--- src/rtl/muldiv_sequencer_pkg.sv ---
// Shared CPU control definitions for the mult/div sequencer: state encodings,
// iteration count, operation codes and the Moore output decode.
package muldiv_sequencer_pkg;

  localparam int MD_STEPS = 32;
  localparam int MD_CNTW  = 6;

  localparam logic OP_MULT = 1'b0;
  localparam logic OP_DIV  = 1'b1;

  typedef enum logic [2:0] {
    S_IDLE  = 3'd0,
    S_INIT  = 3'd1,
    S_RUN   = 3'd2,
    S_FIX   = 3'd3,
    S_DONE  = 3'd4,
    S_DZERO = 3'd5
  } md_state_t;

  typedef struct packed {
    logic unit_init;
    logic unit_step;
    logic fix_sign;
    logic hilo_write;
    logic mult_stop;
    logic div_stop;
    logic div_zero;
    logic busy;
  } md_out_t;

  // Each state owns at most one unit command and at most one completion pulse.
  function automatic md_out_t md_decode(input md_state_t st, input logic op);
    md_out_t o;
    o = '0;
    case (st)
      S_IDLE:  o.busy = 1'b0;
      S_INIT:  begin o.unit_init = 1'b1; o.busy = 1'b1; end
      S_RUN:   begin o.unit_step = 1'b1; o.busy = 1'b1; end
      S_FIX:   begin o.fix_sign  = 1'b1; o.busy = 1'b1; end
      S_DONE:  begin
        o.hilo_write = 1'b1;
        o.mult_stop  = (op == OP_MULT);
        o.div_stop   = (op == OP_DIV);
        o.busy       = 1'b1;
      end
      S_DZERO: begin o.div_zero = 1'b1; o.busy = 1'b1; end
      default: o = '0;
    endcase
    return o;
  endfunction

endpackage

--- src/rtl/muldiv_sequencer_step_counter.sv ---
// Iteration counter for the mult/div sequencer: clears, counts up on enable and
// flags the last iteration; it saturates there instead of wrapping.
module step_counter
  import muldiv_sequencer_pkg::*;
#(
  parameter int STEPS = MD_STEPS,
  parameter int CNTW  = MD_CNTW
) (
  input  logic            clk,
  input  logic            reset,
  input  logic            clear,
  input  logic            enable,
  output logic [CNTW-1:0] count,
  output logic            tc
);

  logic [CNTW-1:0] count_r;
  logic            tc_s;

  assign tc_s  = (count_r == CNTW'(STEPS - 1));
  assign count = count_r;
  assign tc    = tc_s;

  // Iteration index register; clear has priority over enable.
  always_ff @(posedge clk) begin
    if (!reset) begin
      count_r <= {CNTW{1'b0}};
    end else if (clear) begin
      count_r <= {CNTW{1'b0}};
    end else if (enable && !tc_s) begin
      count_r <= count_r + CNTW'(1);
    end else begin
      count_r <= count_r;
    end
  end

endmodule

--- src/rtl/muldiv_sequencer.sv ---
// Moore sequencer for the shared iterative mult/div unit. Outputs are registered
// from the next state so each one lines up with the state that owns it.
module muldiv_sequencer
  import muldiv_sequencer_pkg::*;
#(
  parameter int STEPS = MD_STEPS,
  parameter int CNTW  = MD_CNTW
) (
  input  logic            clk,
  input  logic            reset,
  input  logic            MultCtrl,
  input  logic            DivCtrl,
  input  logic            DivisorZero,
  output logic            UnitInit,
  output logic            UnitStep,
  output logic            UnitOp,
  output logic            FixSign,
  output logic            HILOWrite,
  output logic            MultStop,
  output logic            DivStop,
  output logic            DivZero,
  output logic            Busy,
  output logic [CNTW-1:0] StepCount
);

  md_state_t state_r;
  md_state_t next_state_s;
  logic      op_r;
  logic      next_op_s;
  md_out_t   out_r;
  logic      cnt_clear_s;
  logic      cnt_enable_s;
  logic      cnt_tc_s;

  // Next-state and operation latch; requests only count in IDLE, multiply first.
  always_comb begin
    next_state_s = state_r;
    next_op_s    = op_r;
    case (state_r)
      S_IDLE: begin
        if (MultCtrl) begin
          next_state_s = S_INIT;
          next_op_s    = OP_MULT;
        end else if (DivCtrl && DivisorZero) begin
          next_state_s = S_DZERO;
        end else if (DivCtrl) begin
          next_state_s = S_INIT;
          next_op_s    = OP_DIV;
        end else begin
          next_state_s = S_IDLE;
        end
      end
      S_INIT: next_state_s = S_RUN;
      S_RUN: begin
        if (cnt_tc_s) begin
          next_state_s = (op_r == OP_DIV) ? S_FIX : S_DONE;
        end else begin
          next_state_s = S_RUN;
        end
      end
      S_FIX:   next_state_s = S_DONE;
      S_DONE:  next_state_s = S_IDLE;
      S_DZERO: next_state_s = S_IDLE;
      default: next_state_s = S_IDLE;
    endcase
  end

  // Counter holds zero outside RUN and advances only between RUN cycles.
  always_comb begin
    cnt_clear_s  = (next_state_s != S_RUN);
    cnt_enable_s = (next_state_s == S_RUN) && (state_r == S_RUN);
  end

  // State, operation and decoded output registers.
  always_ff @(posedge clk) begin
    if (!reset) begin
      state_r <= S_IDLE;
      op_r    <= OP_MULT;
      out_r   <= '0;
    end else begin
      state_r <= next_state_s;
      op_r    <= next_op_s;
      out_r   <= md_decode(next_state_s, next_op_s);
    end
  end

  step_counter #(
    .STEPS (STEPS),
    .CNTW  (CNTW)
  ) u_step_counter (
    .clk    (clk),
    .reset  (reset),
    .clear  (cnt_clear_s),
    .enable (cnt_enable_s),
    .count  (StepCount),
    .tc     (cnt_tc_s)
  );

  assign UnitInit  = out_r.unit_init;
  assign UnitStep  = out_r.unit_step;
  assign UnitOp    = op_r;
  assign FixSign   = out_r.fix_sign;
  assign HILOWrite = out_r.hilo_write;
  assign MultStop  = out_r.mult_stop;
  assign DivStop   = out_r.div_stop;
  assign DivZero   = out_r.div_zero;
  assign Busy      = out_r.busy;

endmodule

--- config.mk ---
export PLATFORM = sky130hd
export DESIGN_NAME = muldiv_sequencer
export DESIGN_NICKNAME = d
export VERILOG_FILES = /design/src/rtl/muldiv_sequencer_pkg.sv /design/src/rtl/muldiv_sequencer_step_counter.sv /design/src/rtl/muldiv_sequencer.sv
export SDC_FILE = /design/constraint.sdc
export NUM_CORES = 1
export LEC_CHECK = 0
export ABC_AREA = 1
export BUFFER_PORTS_ARGS = -buffer_cell sky130_fd_sc_hd__buf_2
export CAP_MARGIN = 20
export CORE_MARGIN = 2
export CORE_UTILIZATION = 55
export CTS_CLUSTER_SIZE = 30
export DETAILED_ROUTE_END_ITERATION = 16
export PLACE_DENSITY = 0.92
export SLEW_MARGIN = 20
export SYNTH_ARGS = -nofsm -noshare
export SYNTH_HDL_FRONTEND = slang
export SYNTH_SLANG_ARGS = --single-unit
--- constraint.sdc ---
create_clock -name clk -period 3.25 [get_ports clk]
set_clock_uncertainty 0.1 [all_clocks]
set_input_delay 0.325 -clock clk [delete_from_list [all_inputs] [get_ports clk]]
set_output_delay 0.325 -clock clk [all_outputs]
set_load 0.01 [all_outputs]
==> reports/qor.yml <==
hold-path-cell-count: 3
htree_levels: 1
syn-instance-count: 118
final_hold_viol_count: 0
synthDistinctLibCells: 23
post-route-min-period_ns: 1.654
grt_setup_unrepaired: "no"
syn_area_um2: 855.8
fin_crit_sh_pct: 50.89
dieArea_um2: 1887
clock.fmax_ghz: 0.6046
detailed_place_hpwl_um: 1361
synth_seq_area_share_pct: 42.11
cts_sinks: 18
critical_path.max_stage_delay_ns: 0.42
worstPathCellList: "ha_1 -> nand2_1 -> nor2_2 -> nand2_2 -> nand2_2 -> nand3_2 -> nand3_4 -> nor2_1"
yosys_most_used_dff: "dfxtp_1"
die_x_um: 43.45
preCtsSetupSlack_ns: 1.670
drt_pass1_iterations: 4
die_y_um: 43.45
num_antenna_cells: 0
ir_drop_mv: 0.3242
hold_end: "state_r[2]"
cts_resized: 0
hp-class: "input pin to register"
wirelength_um: 1855
worstSetupStartpointType: "register"
wire_per_inst_um: 11.82
async_reset_ff_share_pct: 0
cts_setup_buffers: 0
ys_ff_latch: 18
grt_pass1_wl_um: 3084
rr_worst_depth: 8
clock_path_buffers: 2
worst_r2r_startpoint: "u_step_counter.count[0]"
ctsRootBufferMaster: "clkbuf_4"
grt_max_degree: 11
cap_viol_max_count: 0
synth_edf_count: 0
drv_slew: 0
holdWs_ns: 0.1962
io_pins: 20
crit_arrival_ns: 1.76
power.density_nw_per_um2: 459.8
r2r_slack_ns: 1.60
drive_above_1_share_pct: 29.08
power.leakage_nw: 0.5327
slowest_stage: "dfxtp_1"
cts_inserted_buffers: 3
path_buf_inv: 0
antenna_found_initial: 0
nets: 148
post-route-cell-area_um2: 1007
min_from: "reset"
status: "finished clean"
gr-total-overflow: 0
setup_viol: 0
layout_commonest_cell: "nand2_1"
design_power_total_mw: 0.4631
worstReg2RegEnd: "u_step_counter.count[2]"
final_cell_mix: "27 x nand2_1, 20 x inv_1, 19 x buf_2"
cts_tree: "yes"
drc: 0
syn-num-nets: 124
worst_pin_slew_ns: 0.2475
path_common_cell: "nand2_2"
postCtsHoldBufs: 0
grtUsageTotal_pct: 22.54
drtAntennaViolNets: 0
path_class: "register to register"
crit_family: "simple AND/OR/NAND/NOR gates"
rows: 14
via_per_inst: 5.102
crit_fanout: 7
syn_to_final_growth_pct: 17.69
fin_tns_setup_ns: 0
clk_latency_ns: 0.31
gp_congestion: 0.9013
maxSlewHeadroom_pct: 83.41
critical_path_required_ns: 3.35
finalWorstSetupSlack_ns: 1.596
clk_pin_slew_ns: 0.10
placed_area_um2: 970.9
crit_path_end_kind: "register"
avgSynthCellArea_um2: 7.253
initial_core_util_pct: 57.48
core-area_um2: 1489
portBuffers: 19
grt_pass1_vias: 714
yosys_warnings: 0
drt_iter0_drc: 13
vias: 801
-- registers in the layout, indices dropped and copies added (netlist names) --
register,cells
u_step_counter.count,6
state_r,3
Busy,1
DivStop,1
DivZero,1
FixSign,1
HILOWrite,1
MultStop,1
UnitInit,1
UnitOp,1
UnitStep,1
-- worst reg2reg max path: stages, from the launching register on --
cell and delay [ns]:
dfxtp_1 0.42, ha_1 0.25, nand2_1 0.11, nor2_2 0.14, nand2_2 0.09, nand2_2 0.14
nand3_2 0.10, nand3_4 0.14, nor2_1 0.06
-- metal layers --
metal,global-route usage [%],part of all wire [%],up-vias
li1,-,-,404
met1,24.80,40,356
met2,39.10,50,36
met3,5.417,7.9,5
met4,13.33,2.7,0
met5,0,0,-
-- synthesized netlist by cell type, types with 2 or more instances --
master | count | share of area (%)
nand2_1 | 27 | 12
inv_1 | 20 | 8.8
dfxtp_1 | 18 | 42
nor2_1 | 18 | 7.9
nand3_1 | 5 | 2.9
nand2_2 | 4 | 2.9
nor2_2 | 4 | 2.9
a21oi_1 | 3 | 1.8
nand3_2 | 3 | 3.5
inv_2 | 2 | 0.88
nor2_4 | 2 | 2.6
-- stage by stage --
step                utilization, %  instances
finish                       67.65        157
global route                 67.65        157
CTS                          67.65        157
detailed placement           65.21        153
global placement             65.21        153
floorplan                        -        118
-- cells by family after synthesis --
logic type | count (synthesis) | share of synthesized area (%)
and+or+nand+nor | 68 | 40.06
buffers and inverters | 22 | 9.649
DFF | 18 | 42.11
AOI/OAI and AO/OA | 8 | 5.701
xor gates and xnor gates | 1 | 1.024
adders and majority gates | 1 | 1.462
-- power breakdown --
group          internal [mW]  leakage, nW  switching [mW]
clock network         0.0686       0.0210          0.0718
logic                 0.0285        0.365          0.0544
registers              0.232        0.146         0.00786
-- cell type report --
type	instances	area [µm²]
fill	118	481.7
inverter	22	82.58
clock buffer	4	36.28
timing repair buffer	19	95.09
sequential	18	360.3
multi-input combinational	78	412.9
tap	16	20.02
-- how the worst max path moves through the flow --
stage / endpoint / slack, ns / from / depth (start not counted)
detailed placement: u_step_counter.count[2] / 1.67 / u_step_counter.count[0] / 8
floorplan: u_step_counter.count[2] / 1.81 / u_step_counter.count[0] / 8
global placement: Busy / 1.81 / u_step_counter.count[1] / 8
CTS: u_step_counter.count[2] / 1.65 / u_step_counter.count[0] / 8
finish: u_step_counter.count[2] / 1.60 / u_step_counter.count[0] / 8
global route: u_step_counter.count[5] / 1.51 / u_step_counter.count[1] / 8
Note: power is estimated with default switching activity, not from simulation.
